### src/rtl/ef_uart_autobaud_pkg.sv
// Shared types and constants for the UART auto-baud detector.
`timescale 1ns/1ps
package ef_uart_autobaud_pkg;

  typedef enum logic [2:0] {
    IDLE,
    ARM,
    WAITSTART,
    MEASURE,
    STOPCHK,
    DONE,
    ERR
  } state_t;

  localparam int SYNC_FALL_EDGES = 5;
  localparam int PR_ROUND        = 32;
  localparam int PR_SHIFT        = 6;
  localparam int TOL_SHIFT       = 3;

endpackage

### src/rtl/ef_uart_autobaud_sync.sv
// Two-flop synchronizer for the raw rx line plus one history flop for edge detection.
`timescale 1ns/1ps
module ef_uart_autobaud_sync (
  input  logic clk,
  input  logic rst_n,
  input  logic rx,
  output logic level,
  output logic fall,
  output logic rise
);

  logic meta;
  logic sync;
  logic hist;

  // Reset to the idle-high level so no false edge appears after reset.
  always_ff @(posedge clk) begin
    if (!rst_n) begin
      meta <= 1'b1;
      sync <= 1'b1;
      hist <= 1'b1;
    end else begin
      meta <= rx;
      sync <= meta;
      hist <= sync;
    end
  end

  assign level = sync;
  assign fall  = hist & ~sync;
  assign rise  = ~hist & sync;

endmodule

### src/rtl/ef_uart_autobaud.sv
// Measures a 0x55 sync character on rx and derives the UART prescaler
// pr = ((T8 + 32) >> 6) - 1, where T8 is eight bit times in clk cycles.
`timescale 1ns/1ps
module ef_uart_autobaud
  import ef_uart_autobaud_pkg::*;
#(
  parameter int CW     = 24,
  parameter int PR_W   = 16,
  parameter int MIN_T8 = 128
) (
  input  logic            clk,
  input  logic            rst_n,
  input  logic            en,
  input  logic            rx,
  output logic [PR_W-1:0] pr,
  output logic            pr_valid,
  output logic            locked,
  output logic            err,
  output logic            busy
);

  localparam logic [CW-1:0] CNT_MAX = {CW{1'b1}};

  logic level;
  logic fall;
  logic rise;

  ef_uart_autobaud_sync u_sync (
    .clk   (clk),
    .rst_n (rst_n),
    .rx    (rx),
    .level (level),
    .fall  (fall),
    .rise  (rise)
  );

  state_t        state;
  logic [CW-1:0] cnt;
  logic [2:0]    edges;
  logic [CW-1:0] last;
  logic [CW-1:0] i1;
  logic [CW-1:0] t8;
  logic          rise_seen;

  logic [CW-1:0] cnt_inc;
  logic [CW-1:0] interval;
  logic [CW-1:0] deviation;
  logic          off_tol;
  logic [CW:0]   pr_sum;
  logic [CW:0]   pr_quot;
  logic [CW:0]   pr_calc;
  logic          pr_ok;

  // cnt_inc is the elapsed cycle count since the start-bit falling edge.
  assign cnt_inc   = cnt + CW'(1);
  assign interval  = cnt_inc - last;
  assign deviation = (interval >= i1) ? (interval - i1) : (i1 - interval);
  assign off_tol   = deviation > (i1 >> TOL_SHIFT);

  assign pr_sum  = {1'b0, t8} + (CW+1)'(PR_ROUND);
  assign pr_quot = pr_sum >> PR_SHIFT;
  assign pr_calc = pr_quot - (CW+1)'(1);
  // Quotient of 0 or 1 would give a wrapped or zero prescaler.
  assign pr_ok   = (pr_quot > (CW+1)'(1)) && ((pr_calc >> PR_W) == '0);

  always_ff @(posedge clk) begin
    if (!rst_n) begin
      state     <= IDLE;
      cnt       <= '0;
      edges     <= '0;
      last      <= '0;
      i1        <= '0;
      t8        <= '0;
      rise_seen <= 1'b0;
      pr        <= '0;
      pr_valid  <= 1'b0;
      locked    <= 1'b0;
      err       <= 1'b0;
      busy      <= 1'b0;
    end else begin
      pr_valid <= 1'b0;
      err      <= 1'b0;
      if (!en) begin
        state  <= IDLE;
        locked <= 1'b0;
        busy   <= 1'b0;
      end else begin
        case (state)
          IDLE: begin
            state  <= ARM;
            locked <= 1'b0;
          end
          ARM: begin
            if (level) state <= WAITSTART;
          end
          WAITSTART: begin
            if (fall) begin
              cnt   <= '0;
              edges <= 3'd1;
              last  <= '0;
              busy  <= 1'b1;
              state <= MEASURE;
            end
          end
          MEASURE: begin
            cnt <= cnt_inc;
            if (cnt == CNT_MAX) begin
              state <= ERR;
              err   <= 1'b1;
              busy  <= 1'b0;
            end else if (fall) begin
              edges <= edges + 3'd1;
              last  <= cnt_inc;
              if (edges == 3'd1) begin
                i1 <= interval;
              end else if (off_tol) begin
                state <= ERR;
                err   <= 1'b1;
                busy  <= 1'b0;
              end else if (edges == 3'(SYNC_FALL_EDGES - 1)) begin
                t8 <= cnt_inc;
                if (cnt_inc < CW'(MIN_T8)) begin
                  state <= ERR;
                  err   <= 1'b1;
                  busy  <= 1'b0;
                end else begin
                  cnt       <= '0;
                  rise_seen <= 1'b0;
                  state     <= STOPCHK;
                end
              end
            end
          end
          STOPCHK: begin
            cnt <= cnt_inc;
            if (cnt == CNT_MAX) begin
              state <= ERR;
              err   <= 1'b1;
              busy  <= 1'b0;
            end else if (!rise_seen) begin
              if (rise) begin
                rise_seen <= 1'b1;
                cnt       <= '0;
              end else if (cnt_inc > i1) begin
                state <= ERR;
                err   <= 1'b1;
                busy  <= 1'b0;
              end
            end else if (fall) begin
              state <= ERR;
              err   <= 1'b1;
              busy  <= 1'b0;
            end else if (cnt_inc >= (i1 >> 1)) begin
              busy <= 1'b0;
              if (pr_ok) begin
                pr       <= PR_W'(pr_calc);
                pr_valid <= 1'b1;
                locked   <= 1'b1;
                state    <= DONE;
              end else begin
                state <= ERR;
                err   <= 1'b1;
              end
            end
          end
          DONE: begin
            state <= DONE;
          end
          ERR: begin
            locked <= 1'b0;
            state  <= ARM;
          end
          default: begin
            state <= IDLE;
          end
        endcase
      end
    end
  end

endmodule

### config.mk
export PLATFORM = sky130hd
export DESIGN_NAME = ef_uart_autobaud
export DESIGN_NICKNAME = d
export VERILOG_FILES = /design/src/rtl/ef_uart_autobaud_pkg.sv /design/src/rtl/ef_uart_autobaud_sync.sv /design/src/rtl/ef_uart_autobaud.sv
export SDC_FILE = /design/constraint.sdc
export NUM_CORES = 1
export LEC_CHECK = 0
export CAP_MARGIN = 10
export CELL_PAD_IN_SITES_DETAIL_PLACEMENT = 1
export CELL_PAD_IN_SITES_GLOBAL_PLACEMENT = 2
export CORE_UTILIZATION = 41
export DETAILED_ROUTE_END_ITERATION = 16
export PLACE_DENSITY_LB_ADDON = 0.2
export SLEW_MARGIN = 10
export SYNTH_ARGS = -nofsm -noshare
export SYNTH_HDL_FRONTEND = slang
export SYNTH_HIERARCHICAL = 1
export SYNTH_SLANG_ARGS = --single-unit
### constraint.sdc
create_clock -name clk -period 14.3 [get_ports clk]
set_input_delay 2.145 -clock clk [delete_from_list [all_inputs] [get_ports clk]]
set_output_delay 2.145 -clock clk [all_outputs]
set_load 0.02 [all_outputs]
# [Yosys cells after proc, flatten, opt, wreduce, memory -nomap -nowiden]
# Cells that the tools add are included.
[word_totals] ff_bits=126 input_bits=4 elab_cells=169
[op_classes] addsub=7 n_lt_le_gt_ge=6 eq_ne=29 mux=80 n_bitwise=13 n_reduce_logical=19
[ops] op="24-bit two-way mux" n=13
[ops] op="24-bit one-hot mux with 3 select lines" n=1
[ops] op="24-bit subtractor" n=3
[ops] op="3-bit two-way mux" n=16
[ops] op="24-bit one-hot mux with 2 select lines" n=1
[ops] op="1-bit two-way mux" n=41
[ops] op="24-bit by 6-bit adder with 25-bit output, second input constant" n=1
[ops] op="25-bit logical NOT" n=1
[ops] op="24-bit by 1-bit adder with 24-bit output, second input constant" n=1
[ops] op="24-bit equality test, second input constant" n=1
[ops] op="24-bit by 23-bit >= comparator with 1-bit output" n=1
[ops] op="24-bit >= comparator" n=1
[ops] op="24-bit by 21-bit greater-than comparator with 1-bit output" n=1
[ops] op="24-bit greater-than comparator" n=1
[ops] op="24-bit by 8-bit < comparator with 1-bit output, second input constant" n=1
[ops] op="2-bit != test, second input constant" n=12
[ops] op="19-bit by 1-bit subtractor with 20-bit output, second input constant" n=1
[ops] op="19-bit by 1-bit greater-than comparator with 1-bit output, second input constant" n=1
[ops] op="3-bit one-hot mux with 6 select lines" n=1
[ops] op="9-bit AND reduction" n=2
[ops] op="4-bit != test, second input constant" n=4
[ops] op="7-bit AND reduction" n=2
[ops] op="3-bit equality test, second input constant" n=4
[ops] op="1-bit NOT" n=11
[ops] op="other kinds (22)" n=32

# [Depth between registers and ports, before layout]
[depth] depth_word=10 depth_mapped=41 ltp_nobuf=36

# [By module]
# Netlist, hierarchy kept.
[modules_own_cells] mod="ef_uart_autobaud" instances=1 cells_each=1549 area_per_inst_um2=11617.4 seq_area_each_um2=2362.3
[modules_own_cells] mod="ef_uart_autobaud_sync" instances=1 cells_each=8 area_per_inst_um2=91.3 seq_area_each_um2=60.1

# [Worst setup path before layout]
# Ideal clock, no wire load.
[synth_timing] path_type="register to register" startpoint="register cnt[0]" endpoint="register cnt[15]" setup_time_ns=0.125 arrival_time_ns=8.151 required_ns=14.175 path_slack_ns=6.024 stages_incl_launch_ff=37 path_buffers=3 period_less_slack_ns=8.276 path_cell_list="dfxtp_1 > ha_1 > and4_1 > nand3_1 > nor3_1 > xnor2_1 > inv_1 > ha_1 > a21o_1 > a21o_1 > a21oi_1 > o21ai_0 > mux2i_1 > or4_1 > inv_1 > ha_1 > clkbuf_1 > nand4_1 > or3_1 > a31oi_1 > or2_1 > buf_2 > mux2i_1 > o41ai_1 > xor2_1 > ha_1 > nand4_1 > or4_1 > or3_1 > nor2b_1 > a22oi_1 > nand2_1 > mux2i_1 > nand4_1 > a21oi_2 > buf_6 > o21ai_2"
[synth_via] elab_chain_len=10 word_cells_on_any_way=19 cone_classes="4 x add/sub; 3 x order compare; 1 x eq/ne; 11 x mux"
[synth_lines] element="from (decl)" line="ef_uart_autobaud.sv:38" rtl="logic [CW-1:0] cnt;"
[synth_lines] element="from (signal assigned)" line="ef_uart_autobaud.sv:106" rtl="cnt <= cnt_inc;"
[synth_lines] element="from (signal assigned)" line="ef_uart_autobaud.sv:135" rtl="cnt <= cnt_inc;"
[synth_lines] element="24-bit by 1-bit adder with 24-bit output *" line="ef_uart_autobaud.sv:55" rtl="assign cnt_inc = cnt + CW'(1);"
[synth_lines] element="named net cnt_inc[16]" line="ef_uart_autobaud.sv:45" rtl="logic [CW-1:0] cnt_inc;"
[synth_lines] element="24-bit subtractor *" line="ef_uart_autobaud.sv:56" rtl="assign interval = cnt_inc - last;"
[synth_lines] element="named net interval[22]" line="ef_uart_autobaud.sv:46" rtl="logic [CW-1:0] interval;"
[synth_lines] element="24-bit subtractor or 24-bit >= comparator (tied branches)" line="ef_uart_autobaud.sv:57" rtl="assign deviation = (interval >= i1) ? (interval - i1) : (i1 - interval);"
[synth_lines] element="24-bit two-way mux *" line="ef_uart_autobaud.sv:57"
[synth_lines] element="24-bit by 21-bit greater-than comparator with 1-bit output *" line="ef_uart_autobaud.sv:58" rtl="assign off_tol = deviation > (i1 >> TOL_SHIFT);"
[synth_lines] element="24-bit two-way mux *" line="ef_uart_autobaud.sv:116" rtl="end else if (off_tol) begin"
[synth_lines] element="24-bit two-way mux *" line="ef_uart_autobaud.sv:114" rtl="if (edges == 3'd1) begin"
[synth_lines] element="24-bit two-way mux *" line="ef_uart_autobaud.sv:111" rtl="end else if (fall) begin"
[synth_lines] element="24-bit two-way mux *" line="ef_uart_autobaud.sv:107" rtl="if (cnt == CNT_MAX) begin"
[synth_lines] element="24-bit one-hot mux with 3 select lines *" line="ef_uart_autobaud.sv:88" rtl="case (state)"
# Mark *: on every way through the listed nets, which the timed path passes. The rest lies on a longest branch.
# A chain may end at the register's enable or synchronous reset.

# [Final worst setup path]
[layout_timing] startpoint="register cnt[0]" endpoint="register cnt[23]"
# The elaborated chain is that of the path after synthesis.

==> impl_metrics.csv <==
group,metric,value,unit
outcome,status,"finished, final reports clean",
synth,synthFlopType,"dfxtp_1",
setup_path,critPathArrivalTime,11.55,ns
power_and_ir_drop,ir_drop,0.000144,V
clock_network,cts_tree,"built",
drt,post_drt_wl_per_cell,20.7,um
flow_run,drv_cap,0,
setup_path,critical_path.max_stage_delay,0.92,ns
placed_design,post-place-ws,3.25,ns
sta,fin_crit,11.28,ns
placed_design,place_area,12200,sq um
global_route,grt_pass1_wl,62600,um
finish,drive_gt1_share,5.89,%
sta,finalCritPeriodShare,78.9,%
floorplan,core-area,27900,sq um
clock_network,cts_resized,0,
synth,synth.cell_area,11700,sq um
setup_path,crit_type,"flop to flop",
setup_path,r2r_cells,32,
synth,avgSynthCellArea,7.52,sq um
synth,synth_compound_area_share,22.6,%
synth,yosysSeqAreaShare,20.7,%
synth,synth_top_cell_by_area,"dfxtp_1",
synth,synth-async-reset-ratio,0,%
synth,synthTopCellsByArea,"dfxtp_1, ha_1, a21oi_1",
finish,area_growth,9.08,%
sta,slew_violations,0,
synth,synth_common_cells,"nand2_1, ha_1, a21oi_1, nor2_1, dfxtp_1",
synth,synthXorXnorAreaFrac,6.21,%
synth,yosysWarningCount,6,
power_and_ir_drop,powerDensity,190,nW/um^2
finish,n_fill_cell,3492,
sta,slew_headroom,21.6,%
clock_network,clk_latency,0.43,ns
synth,synth.net_count,1709,
clock_network,cts_setup_buffers,0,
synth,yosysMostFrequentCell,"nand2_1",
synth,ys_types,83,
synth,ys_seq_elements,121,
drt,firstDrtPassIters,5,
floorplan,rows,61,
synth,synthMuxAreaShare,4.64,%
setup_path,r2r_end,"cnt[23]",
setup_path,setup.worst_path.start,"cnt[0]",
setup_path,cp_slowest_cell,"a21oi_2",
sta,fmax,88.6,MHz
clock_network,h-tree-depth,4,
floorplan,initial_core_util,41.9,%
sta,holdWs,0.407,ns
setup_path,reg2reg_from,"cnt[0]",
placed_design,place_hpwl,31500,um
drt,drt-initial-drc-count,691,
clock_network,cts_hold_buf,0,
drt,vias,11400,
floorplan,fp.dieW,171,um
floorplan,ioPinCount,24,
synth,synth_adder_area_share,16.0,%
synth,synth_top_family_by_area,"simple AND/OR/NAND/NOR gates",
finish,stdcell_count,1923,
hold_path,hold_path_startpoint,"u_sync/meta",
setup_path,ff2ff_setup_slack,3.02,ns
sta,finClkSkew,0.0155,ns
finish,design_area,12800,sq um
sta,max_slew.worst_pin.slew,1.18,ns
floorplan,dieHeight,171,um
finish,fin_nets,1684,
global_route,first_global_vias,11200,
power_and_ir_drop,power.leakage,5.60,nW
clock_network,clkTransAtPathRegs,0.06,ns
sta,hold_viol,0,
global_route,antenna_found_initial,0,
placed_design,routabilityCongestion,0.932,
sta,grt_setup_unrepaired,"false",
placed_design,dp.cells,1891,
setup_path,cp-end-kind,"flop",
setup_path,critPathLaunchType,"flop",
drt,avgViaCountPerCell,5.92,
finish,antenna_cells,0,
drt,postRouteAntennaNets,0,
global_route,grt_max_degree,54,
global_route,grt_usage,27.7,%
clock_network,cts_buffers,17,
synth,synth_simple_gate_area_share,23.1,%
synth,synthCells,1557,
setup_path,cp_data_required_time,14.57,ns
synth,synth_top_area_share,20.7,%
setup_path,critPathMaxFanout,12,
drt,drc_errors,0,
clock_network,cts_buffer_depth,2,
sta,setup_violations,0,
setup_path,crit_end,"cnt[23]",
sta,setup_tns,0,ns
placed_design,port_buffers,23,
drt,drt_wl_total,39700,um
setup_path,cp_common_cell,"ha_1",
hold_path,min_path_type,"flop to flop",
clock_network,cts-root-buf,"clkbuf_16",
floorplan,die_area,29200,sq um
sta,finalWorstSetupSlack,3.02,ns
global_route,overflow,0,
synth,synth-edff-count,0,
clock_network,clock-sinks,121,
## power breakdown
part	switching, mW	internal [mW]
registers	0.00601	0.340
clock network	0.174	0.296
logic	0.978	0.630
total	1.16	1.27
## through the flow
| stage | total power [mW] | utilization (%) |
|---|---|---|
| 6_report | 2.42 | 45.7 |
| 3_5_place_dp | 1.91 | 43.5 |
| 3_3_place_gp | 1.87 | 43.5 |
| 4_1_cts | 2.39 | 45.7 |
| 2_1_floorplan | 1.48 | - |
| 5_1_grt | 2.60 | 45.7 |
## critical path, delay by kind of cell, from the launching register on
family,cells,cell delay [ns]
flops,1,0.48
mux,3,1.05
compound gates,10,3.39
simple gates,12,3.95
buf+inv,1,0.09
xor+xnor,2,0.88
fa+ha+maj,4,1.27
## cell type report
| type | count | area, sq um | area share (%) |
|---|---|---|---|
| clock inverters | 12 | 174 | 1.36 |
| well taps | 378 | 473 | 3.70 |
| multi-input cells | 1244 | 8490 | 66.5 |
| flip-flops and latches | 121 | 2420 | 19.0 |
| repair buffers | 40 | 358 | 2.80 |
| inverters | 108 | 405 | 3.17 |
| clock buffers | 20 | 447 | 3.50 |
## cells by family (layout without fill, tap and decap cells)
| logic type | after synthesis | after routing |
|---|---|---|
| fa+ha+maj | 148 | 148 |
| simple gates | 546 | 546 |
| compound gates | 413 | 413 |
| xor+xnor | 83 | 83 |
| buf+inv | 192 | 180 |
| flops | 121 | 121 |
| mux | 54 | 54 |
## how the worst min path moves through the flow
stage	end	slack [ns]	cells past startpoint
floorplan	u_sync/level	0.39	1
global placement	u_sync/level	0.39	1
detailed placement	u_sync/level	0.40	1
CTS	u_sync/level	0.41	1
global route	u_sync/level	0.43	1
finish	u_sync/level	0.41	1
## metal layers
layer  up-vias  routed length (um)  GRT usage (%)
li1       5526                   -              -
met1      5564               18900           38.0
met2       246               17500           42.9
met3        54                2250           6.13
met4         2                 994           7.80
met5         -                  72           1.91
## cells in the final DEF (no fill, tap or decap), types with 16 or more instances in the layout
master | synthesis | routed
buf_4 | 4 | 17
a211oi_1 | 19 | 19
nor2_1 | 124 | 123
xor2_1 | 30 | 30
o21ai_0 | 83 | 83
clkbuf_16 | 0 | 17
inv_1 | 108 | 107
or3_1 | 16 | 16
and3_1 | 26 | 26
nand3_1 | 68 | 68
dfxtp_1 | 121 | 121
a21o_1 | 43 | 43
a21oi_1 | 137 | 137
clkdlybuf4s50_1 | 0 | 23
xnor2_1 | 53 | 53
nand4_1 | 41 | 41
nor3_1 | 26 | 26
ha_1 | 145 | 145
mux2i_1 | 52 | 52
nand2_1 | 148 | 148
## registers in the layout, summed over array words and instances (netlist names), 3 cells and up
signal / cells
edges: 3
pr: 16
state: 3
cnt: 24
i1: 24
t8: 19
last: 24
No activity file was read; power rests on OpenSTA's default activity.
